$ cat src/rtl/fsm_stream_pkg.sv
// Shared types and constants for the fsm_stream_sched block.
//   state_t          : scheduler FSM states (IDLE, CLEAR, SHIFT, RESP)
//   ENC_S0 / ENC_S1  : the two states of the serial Mealy encoder
//   NREQ_DEF, DW_DEF : default requester count and word width
package fsm_stream_pkg;

  localparam int NREQ_DEF = 4;
  localparam int DW_DEF   = 8;

  localparam logic ENC_S0 = 1'b0;
  localparam logic ENC_S1 = 1'b1;

  typedef enum logic [1:0] {
    IDLE  = 2'd0,
    CLEAR = 2'd1,
    SHIFT = 2'd2,
    RESP  = 2'd3
  } state_t;

endpackage

$ cat src/rtl/fsm_bit_enc.sv
// Two-state serial Mealy encoder: dout = state ^ din, next state = state ^ din.
// Over a frame, output bit i is the XOR of input bits 0..i.
// Ports:
//   clk   : clock, rising edge
//   reset : synchronous active-low reset (state -> ENC_S0)
//   clr   : force state to ENC_S0; wins over en
//   en    : advance the encoder by one input bit
//   din   : serial input bit
//   dout  : combinational output for the current state and din
module fsm_bit_enc
  import fsm_stream_pkg::*;
(
  input  logic clk,
  input  logic reset,
  input  logic clr,
  input  logic en,
  input  logic din,
  output logic dout
);

  logic state;

  assign dout = state ^ din;

  always_ff @(posedge clk) begin
    if (!reset) begin
      state <= ENC_S0;
    end else if (clr) begin
      state <= ENC_S0;
    end else if (en && din) begin
      state <= (state == ENC_S0) ? ENC_S1 : ENC_S0;
    end
  end

endmodule

$ cat src/rtl/fsm_stream_sched.sv
// Round-robin scheduler sharing one serial encoder among NREQ requesters.
// A granted word is shifted LSB-first through fsm_bit_enc and the encoder
// outputs are collected into rsp_data, then held until rsp_ready.
//
// Optional build macro FSM_STREAM_SCHED_PRIO_EN: requester 0 becomes
// strict priority and never moves the round-robin pointer; requesters
// 1..NREQ-1 rotate among themselves. Without it, all requesters rotate.
//
// Ports:
//   clk       : clock, rising edge
//   reset     : synchronous active-low reset
//   req_valid : per-requester request
//   req_data  : requester i word at [i*DW +: DW]
//   req_ready : one-hot grant, combinational, only in IDLE
//   rsp_valid : response available (held until rsp_ready)
//   rsp_id    : index of the served requester
//   rsp_data  : encoded word
//   rsp_ready : consumer accepts response
//   busy      : high whenever the FSM is not in IDLE
//
// state | meaning
// IDLE  | arbitrate; grant, capture word, move to CLEAR
// CLEAR | zero encoder and bit counter
// SHIFT | one bit per cycle through the encoder, DW cycles
// RESP  | present response until rsp_ready
module fsm_stream_sched
  import fsm_stream_pkg::*;
#(
  parameter int NREQ = NREQ_DEF,
  parameter int DW   = DW_DEF
) (
  input  logic                      clk,
  input  logic                      reset,
  input  logic [NREQ-1:0]           req_valid,
  input  logic [NREQ*DW-1:0]        req_data,
  output logic [NREQ-1:0]           req_ready,
  output logic                      rsp_valid,
  output logic [$clog2(NREQ)-1:0]   rsp_id,
  output logic [DW-1:0]             rsp_data,
  input  logic                      rsp_ready,
  output logic                      busy
);

  localparam int IW = $clog2(NREQ);
  localparam int SW = IW + 1;
  localparam int CW = $clog2(DW);

  state_t          state;
  logic [IW-1:0]   last;
  logic [DW-1:0]   cap;
  logic [CW-1:0]   cnt;

  logic [NREQ-1:0] cand;
  logic            gnt_found;
  logic [IW-1:0]   gnt_idx;
  logic [SW-1:0]   sum;
  logic [IW-1:0]   pos;
  logic [DW-1:0]   gnt_word;

  logic            enc_clr;
  logic            enc_en;
  logic            enc_din;
  logic            enc_dout;

  // Rotating search starting just after the last granted requester.
  // sum is one bit wider than the index so last+k cannot overflow before
  // the modulo-NREQ fold.
  always_comb begin
    cand      = req_valid;
    gnt_found = 1'b0;
    gnt_idx   = '0;
    sum       = '0;
    pos       = '0;
`ifdef FSM_STREAM_SCHED_PRIO_EN
    cand[0]   = 1'b0;
`endif
    for (int k = 1; k <= NREQ; k++) begin
      sum = {1'b0, last} + SW'(k);
      if (sum >= SW'(NREQ)) begin
        sum = sum - SW'(NREQ);
      end
      pos = sum[IW-1:0];
      if (!gnt_found && cand[pos]) begin
        gnt_found = 1'b1;
        gnt_idx   = pos;
      end
    end
`ifdef FSM_STREAM_SCHED_PRIO_EN
    if (req_valid[0]) begin
      gnt_found = 1'b1;
      gnt_idx   = '0;
    end
`endif
  end

  assign gnt_word  = req_data[int'(gnt_idx)*DW +: DW];

  // Gated by reset so nothing looks accepted while reset is held.
  assign req_ready = (reset && (state == IDLE) && gnt_found) ?
                     (NREQ'(1) << gnt_idx) : '0;

  assign busy      = (state != IDLE);

  assign enc_clr   = (state == CLEAR);
  assign enc_en    = (state == SHIFT);
  assign enc_din   = cap[cnt];

  fsm_bit_enc u_enc (
    .clk   (clk),
    .reset (reset),
    .clr   (enc_clr),
    .en    (enc_en),
    .din   (enc_din),
    .dout  (enc_dout)
  );

  always_ff @(posedge clk) begin
    if (!reset) begin
      state     <= IDLE;
      last      <= IW'(NREQ - 1);
      cap       <= '0;
      cnt       <= '0;
      rsp_valid <= 1'b0;
      rsp_id    <= '0;
      rsp_data  <= '0;
    end else begin
      case (state)
        IDLE: begin
          if (gnt_found) begin
            cap    <= gnt_word;
            rsp_id <= gnt_idx;
`ifdef FSM_STREAM_SCHED_PRIO_EN
            if (gnt_idx != '0) begin
              last <= gnt_idx;
            end
`else
            last   <= gnt_idx;
`endif
            state  <= CLEAR;
          end
        end
        CLEAR: begin
          cnt   <= '0;
          state <= SHIFT;
        end
        SHIFT: begin
          rsp_data[cnt] <= enc_dout;
          cnt           <= cnt + 1'b1;
          if (cnt == CW'(DW - 1)) begin
            rsp_valid <= 1'b1;
            state     <= RESP;
          end
        end
        RESP: begin
          if (rsp_ready) begin
            rsp_valid <= 1'b0;
            state     <= IDLE;
          end
        end
        default: state <= IDLE;
      endcase
    end
  end

endmodule

$ cat config.mk
export PLATFORM = sky130hd
export DESIGN_NAME = fsm_stream_sched
export DESIGN_NICKNAME = d
export VERILOG_FILES = /design/src/rtl/fsm_stream_pkg.sv /design/src/rtl/fsm_bit_enc.sv /design/src/rtl/fsm_stream_sched.sv
export SDC_FILE = /design/constraint.sdc
export NUM_CORES = 1
export LEC_CHECK = 0
export BUFFER_PORTS_ARGS = -buffer_cell sky130_fd_sc_hd__buf_2
export CORE_UTILIZATION = 40
export DETAILED_ROUTE_END_ITERATION = 10
export PLACE_DENSITY_LB_ADDON = 0.1
export SLEW_MARGIN = 30
export SYNTH_ARGS = -nofsm -noshare
export SYNTH_HDL_FRONTEND = slang
export SYNTH_HIERARCHICAL = 1
export SYNTH_SLANG_ARGS = --single-unit
$ cat constraint.sdc
create_clock -name clk -period 4.95 [get_ports clk]
set_clock_uncertainty 0.2 [all_clocks]
set_input_delay 0.2475 -clock clk [delete_from_list [all_inputs] [get_ports clk]]
set_output_delay 0.2475 -clock clk [all_outputs]
set_load 0.02 [all_outputs]
==> results.md, run 1 <==
* Status: complete, no violations
* Slew Limit Fails at 0
* Crit-path cells: inv_1 > ha_1 > inv_1 > nor2_1 > nand2_1 > nor3b_1 > buf_2
* IO Port Bufs at 54
* CTS root buffer: clkbuf_8
* FF+latch count, synth at 27
* Worst-case clock buffer depth at 2
* Synth area leader: dfxtp_1
* Via/cell ratio at 5.27
* CTS tree: yes
* DRC at 0
* Hold Path Sink: rsp_valid
* Ys async rst share at 0
* Final WS setup at 2.26 ns
* Gate power share at 0.485
* Number of DRC markers in iteration 0 at between 60 and 70
* Worst skew pair latency at 0.27 ns
* Worst Reg-to-Reg Cells at 5
* Postcts setup bufs at 0
* Total number of yosys warnings at 6
* Post-DP HPWL at 2.55 mm
* Fmax at around 370 MHz
* Design area at 1940 sq um
* Critical path's largest stage delay at 0.61 ns
* Ys flop type: dfxtp_1
* Drt total wl at 3.26 mm
* Area share of the largest cell type after synthesis at 0.333
* Chip height at 65.7 um
* CP delay by family, top: simple AND/OR/NAND/NOR gates
* Syn Nets at around 210
* Drt wl/cell at 12.6 um
* P_int at 0.000524 W
* Die width at 65.7 um
* Number of synthesized flops with an enable pin at 0
* Mapped cell area at 1620 sq um
* Largest net degree at the start of global routing at 24
* P per Cell Area at 436 nW/um^2
* Std-Cell Rows at 22
* Overall Global Routing Usage at 0.170
* Launch point of the worst hold path: rsp_ready
* Largest cells by area after synthesis: dfxtp_1, mux4_2, mux2i_1
* CTS resizes at 0
* Clock network power share at 0.148
* Switching Share at 0.382
* Fraction of layout cells with a size suffix above 1 at 0.362
* R2r startpoint: cnt[2]
* N_diodes at 0
* CP endpoint kind: output port
* Worst slew pin tran at 0.781 ns
* Gpl congestion at 0.791
* CP max stage cell: nor2_1
* Worst Setup Start Kind: register
* R2R setup slack at 2.51 ns
* Maxcap violations at 0
* Buffer and inverter count on the worst path at 3
* Mean post-synth cell area at 9.95 sq um
* Pre-CTS WS at 2.49 ns
* CTS Buf Count at 3
* Post-synthesis cell count at 163
* Setup Crit Path Kind: register to output port
* Clock Pin Slew Worst Setup and Hold Paths at ~0.09 ns
* Seq/Total Area, Yosys at 0.333
* Setup TNS at 0 ns
* Initial antenna violation count at 0
* Initial Util at 0.430
* Overflow left after global routing at 0
* Netlist cell types at 39
* WHS Path Cells at 4
* Routed Antenna Nets at 0
* Cell mode on critical path: inv_1
* RR Endpoint: rsp_data[4]
* Synth-to-Final Area Change at 19.8%
* CTS Hold Bufs at 0
* Final period utilization at 0.544
* Sw power at about 0.00032 W
* Slew margin rel. at 0.477
* Vias in the first global route at between 1000 and 1500
* RSZ-0062 raised after global routing: no
* Filler cells at 370
* Vias at around 1400
* Number of iterations in the first detailed-routing pass at 4
* Core Region at about 3800 sq um
* Hold Crit Class: primary input to register
* Arr. time, crit path at 2.25 ns
* # H-tree levels at 1
* Leak at 0.933 nW
* Final critical-path required period at roughly 2.7 ns
* CP Max Fanout at 13
* Post-layout util at 0.515
* Fin. Hold Viols at 0
* Global-route wire length before repair at ~5.7 mm
* Area post-placement at about 1900 sq um
* Sequential group share of total power at 0.367
* Die area at 4310 sq um
* Clk sinks at 27
* Required @ worst endpoint at 4.50 ns
* IO Pins at 55
* IR drop worst, VDD at 0.000196 V
* Endpoints failing setup at 0
* Total power at between 0.0008 and 0.0009 W
* Final Net Count at 257
==> synth_stat cells (2+ instances only) <==
master    count
mux2i_1       9
a31o_2        2
nand4b_1      2
nand2b_1      7
mux4_2        8
o21ai_0       2
nor3_1        2
nand3b_1      3
inv_1         8
nor3b_1       2
nand2_1       7
and3_1        8
a31o_1        6
nor2_1       19
ha_1          7
o211ai_1      3
nand3_1       4
dfxtp_1      27
mux4_1        2
a21oi_1       7
clkbuf_1     10
==> layout make-up <==
class / instances / area (sq um) / area share
clock buffers: 3 / 41.3 / 0.0212
repair buffers: 55 / 278 / 0.143
multi-input cells: 116 / 988 / 0.509
clock inverters: 1 / 5.00 / 0.00258
flip-flops and latches: 27 / 541 / 0.278
inverters: 8 / 30.0 / 0.0155
well taps: 48 / 60.1 / 0.0309
==> kinds of logic (layout without fill, tap and decap cells) <==
group                    after synthesis  after routing  synth area share
AO/OA/AOI/OAI                         28             28             0.142
flip-flops                            27             27             0.333
buffers and inverters                 20             67            0.0571
adder cells (fa/ha/maj)                7              7            0.0540
multiplexers                          20             20             0.206
XOR/XNOR                               1              1           0.00540
AND/OR/NAND/NOR                       60             60             0.202
==> tightest hold or removal path, cell delays in order <==
cell and delay [ns]:
buf_2 0.09, nand2_1 0.05, nand2_1 0.07, a21oi_1 0.06
==> metal layers <==
layer / wire [um] / vias to the layer above / share of wire / global-route usage
met5: 0 / - / 0 / 0
met3: 137 / 2 / 0.042 / 0.0417
met4: 23 / 0 / 0.0071 / 0.0408
met2: 1630 / 29 / 0.50 / 0.313
li1: - / 693 / - / -
met1: 1470 / 635 / 0.45 / 0.195
==> placed cells by master (no fill, tap or decap), drive strengths merged, types with 2 or more instances in the layout <==
master / count
a21oi: 9
a31o: 8
and3: 8
buf: 54
clkbuf: 4
dfxtp: 27
ha: 7
inv: 8
mux2i: 9
mux4: 10
nand2: 7
nand2b: 7
nand3: 5
nand3b: 3
nand4b: 2
nor2: 19
nor2b: 2
nor3: 2
nor3b: 2
o211ai: 3
o21ai: 2
==> power groups by stage <==
stage                     clock [W]  sequential [W]  combinational (W)
after floorplan                   0        0.000313           0.000346
after CTS                  0.000130        0.000311           0.000413
after global routing       0.000140        0.000318           0.000457
final                      0.000126        0.000311           0.000411
after global placement            0        0.000318           0.000401
after detailed placement          0        0.000316           0.000413
==> sequential cells by signal (all words and copies together) (netlist names) <==
signal       cells
state            2
cnt              3
cap              8
rsp_id           2
last             2
u_enc/state      1
rsp_data         8
rsp_valid        1
==> through the flow <==
stage	instances	hold slack (ns)
floorplan	163	0.190
global route	258	0.124
CTS	257	0.0879
detailed placement	253	0.251
global placement	253	0.242
finish	258	0.0930
==> worst max path at each step <==
stage | startpoint | end | slack, ns | cells past startpoint
global route | state[1] | req_ready[0] | 2.04 | 7
detailed placement | cnt[1] | rsp_data[4] | 2.49 | 5
floorplan | last[0] | cap[0] | 2.87 | 6
finish | state[0] | req_ready[0] | 2.26 | 7
global placement | req_valid[1] | cap[3] | 2.54 | 6
CTS | state[0] | req_ready[0] | 2.25 | 7
Power figures use the tool's default switching activity.
==> inputs of run 2 (changes only) <==
--- a/config.mk
+++ b/config.mk
@@ -5,6 +5,7 @@
 export SDC_FILE = /design/constraint.sdc
 export NUM_CORES = 1
 export LEC_CHECK = 0
+export ABC_AREA = 1
 export BUFFER_PORTS_ARGS = -buffer_cell sky130_fd_sc_hd__buf_2
 export CORE_UTILIZATION = 40
 export DETAILED_ROUTE_END_ITERATION = 10
==> constraint.sdc (replaced) <==
create_clock -name clk -period 2.4 [get_ports clk]
set_clock_uncertainty 0.2 [all_clocks]
set_input_delay 0.12 -clock clk [delete_from_list [all_inputs] [get_ports clk]]
set_output_delay 0.12 -clock clk [all_outputs]
set_load 0.02 [all_outputs]
==> results.md, run 2 <==
* Slew margin rel. at 0.661 (+0.184)
* Fmax at about 450 MHz
* P per Cell Area at 1350 nW/um^2 (+210%)
* FF+latch count, synth at 27 (unchanged)
* Syn Nets at 338 (+62%)
* Final hold slack at 0.00644 ns (-0.0866 ns)
* Failing checks: DRC
* Arr. time, crit path at 1.92 ns (-0.33 ns)
* Mapped cell area at 1890 sq um (+17%)
* Crit-path cells: inv_4 > nand2_1 > nand2_1 > nand2_2 > nand2_4 > nor2_8 > nand2_2 > nand2_2 > nand2_8 > clkinv_4 > nor3_1 > buf_2
* Core Region at 4440 sq um (+18%)
* CP endpoint kind: output port
* Commonest cells in the synthesized netlist: nand2_1, inv_1, nand3_1
* Required @ worst endpoint at 2.08 ns (-2.42 ns)
* Worst-case clock buffer depth at 2 (unchanged)
* CP Max Fanout at 12 (-1)
* Status: complete, but fails checks
* # H-tree levels at 1 (unchanged)
* CTS Buf Count at 3 (unchanged)
* Count leader, synth: nand2_1
* Leak at 1.24 nW (+33%)
* Std-Cell Rows at 24 (+9.1%)
* Final critical-path required period at 2.24 ns
* Clock Pin Slew Worst Setup and Hold Paths at 0.09 ns (about the same)
* Fin. Hold Viols at 0 (unchanged)
* Worst Setup Start Kind: register
* CTS root buffer: clkbuf_8
* Final Net Count at 402 (+56%)
* Overall Global Routing Usage at 0.195 (+0.0249)
* N_diodes at 0 (unchanged)
* Maxcap violations at 0 (unchanged)
* Die width at 70.8 um (+7.7%)
* Overflow left after global routing at 0 (unchanged)
* Commonest non-fill, non-tap cell in the layout: nand2_1
* Hold Crit Class: primary input to register
* Largest cells by area after synthesis: dfxtp_1, nand2_1, nand3_1
* Post-synthesis cell count at 292 (+79%)
* Routed Antenna Nets at 0 (unchanged)
* Initial Util at 0.425 (-0.00460)
* Setup Crit Path Kind: register to output port
* Cell mode on critical path: nand2_2
* Post-DP HPWL at 3.57 mm (+40%)
* Gpl congestion at 0.851 (+7.5%)
* Number of iterations in the first detailed-routing pass at 7 (+3)
* Setup TNS at 0 ns (unchanged)
* Global-route wire length before repair at 8.10 mm (+43%)
* Synth area leader: dfxtp_1
* CTS tree: yes
* Die area at 5010 sq um (+16%)
* Critical path's largest stage delay at 0.39 ns (-0.22 ns)
* Seq/Total Area, Yosys at 0.286 (-0.0474)
* Vias at 1991 (+47%)
* Area share of the largest cell type after synthesis at 0.286 (-0.0474)
* Total number of yosys warnings at 6 (unchanged)
* Number of synthesized flops with an enable pin at 0 (unchanged)
* Mean post-synth cell area at 6.47 sq um (-35%)
* Worst skew pair latency at 0.27 ns (about the same)
* Final period utilization at 0.935
* Synth-to-Final Area Change at 25.7%
* Drt wl/cell at 11.5 um (-9.0%)
* Largest net degree at the start of global routing at 20 (-17%)
* Vias in the first global route at 1936 (+43%)
* Chip height at 70.8 um (+7.7%)
* Drt total wl at 4.68 mm (+44%)
* CP max stage cell: dfxtp_4
* IO Port Bufs at 54 (unchanged)
* IO Pins at 55 (unchanged)
* IR drop worst, VDD at 0.000568 V (+190%)
* RSZ-0062 raised after global routing: no
* DRC at 6 (+6)
* Fraction of layout cells with a size suffix above 1 at 0.285 (-0.0774)
* Ys flop type: dfxtp_1
* Worst slew pin tran at 0.505 ns (-0.276 ns)
* Initial antenna violation count at 0 (unchanged)
* Ys async rst share at 0 (unchanged)
* Via/cell ratio at 4.89 (-7.1%)
* Endpoints failing setup at 0 (unchanged)
* Slew Limit Fails at 0 (unchanged)
* Clk sinks at 27 (unchanged)
* Number of DRC markers in iteration 0 at 89 (+29%)
* Netlist cell types at 32 (-18%)
* Most frequent cells in the layout: nand2_1, buf_2, inv_1
* Regs by FF count: cap (8), rsp_data (8), cnt (3)
-- run 2: routing by layer --
| layer | global-route usage | share of wire | wire length (um) |
|---|---|---|---|
| met1 | 0.259 | 0.50 | 2350 |
| met2 | 0.332 | 0.46 | 2130 |
| met3 | 0.0356 | 0.032 | 151 |
| met4 | 0.0422 | 0.0098 | 46 |
| met5 | 0 | 0 | 0 |
-- run 2: logic make-up (layout without fill, tap and decap cells) --
logic type | Yosys count | in the layout | synth area share
flops | 27 | 27 | 0.286
simple gates | 162 | 162 | 0.411
xor+xnor | 1 | 1 | 0.00463
compound gates | 45 | 45 | 0.132
buf+inv | 50 | 113 | 0.120
fa+ha+maj | 7 | 7 | 0.0463
-- run 2: worst paths after layout --
check              start      endpoint  slack [ns]  cells after the start
min reg2reg    rsp_valid     rsp_valid        0.27                      2
max reg2reg       cnt[2]   rsp_data[0]        0.26                     10
max              last[0]  req_ready[1]        0.16                     12
min          req_data[6]        cap[6]       0.006                      5
-- run 2: critical path, delay by kind of cell (launching register included) --
kind / cells / cell delay, ns
buf+inv: 3 / 0.42
flops: 1 / 0.39
simple gates: 9 / 0.83
-- run 2: repair_timing --
action | 4_1_cts | 5_1_grt
setup buffers | 0 | 2
pin swaps | 0 | 2
hold buffers | 8 | 0
setup endpoints to repair | 4 | 10
resized for setup | 3 | 8
endpoints found under the hold margin | 8 | 0
gates cloned | 0 | 0
-- run 2: power by group --
group | internal, W | switching [W]
Sequential | 0.000571 | 0.0000873
Combinational | 0.000822 | 0.00147
Clock | 0.000119 | 0.000142
-- run 2: stage by stage --
stage          cells  total power, W   util  setup slack, ns  area [sq um]
6_report         407         0.00321  0.535            0.156          2380
5_1_grt          407         0.00354  0.535          0.00332          2380
4_1_cts          405         0.00313  0.524           0.0224          2330
3_5_place_dp     393         0.00284  0.495            0.170          2200
3_3_place_gp     393         0.00283  0.495            0.223          2200
2_1_floorplan    292         0.00243      -            0.318          1890
-- run 2: area by class of cell --
cell class,instances,area [sq um]
inverters,38,150
flip-flops and latches,27,546
repair buffers,71,423
multi-input cells,215,1150
fillers,474,2070
well taps,52,65.1
clock buffers,4,45.0
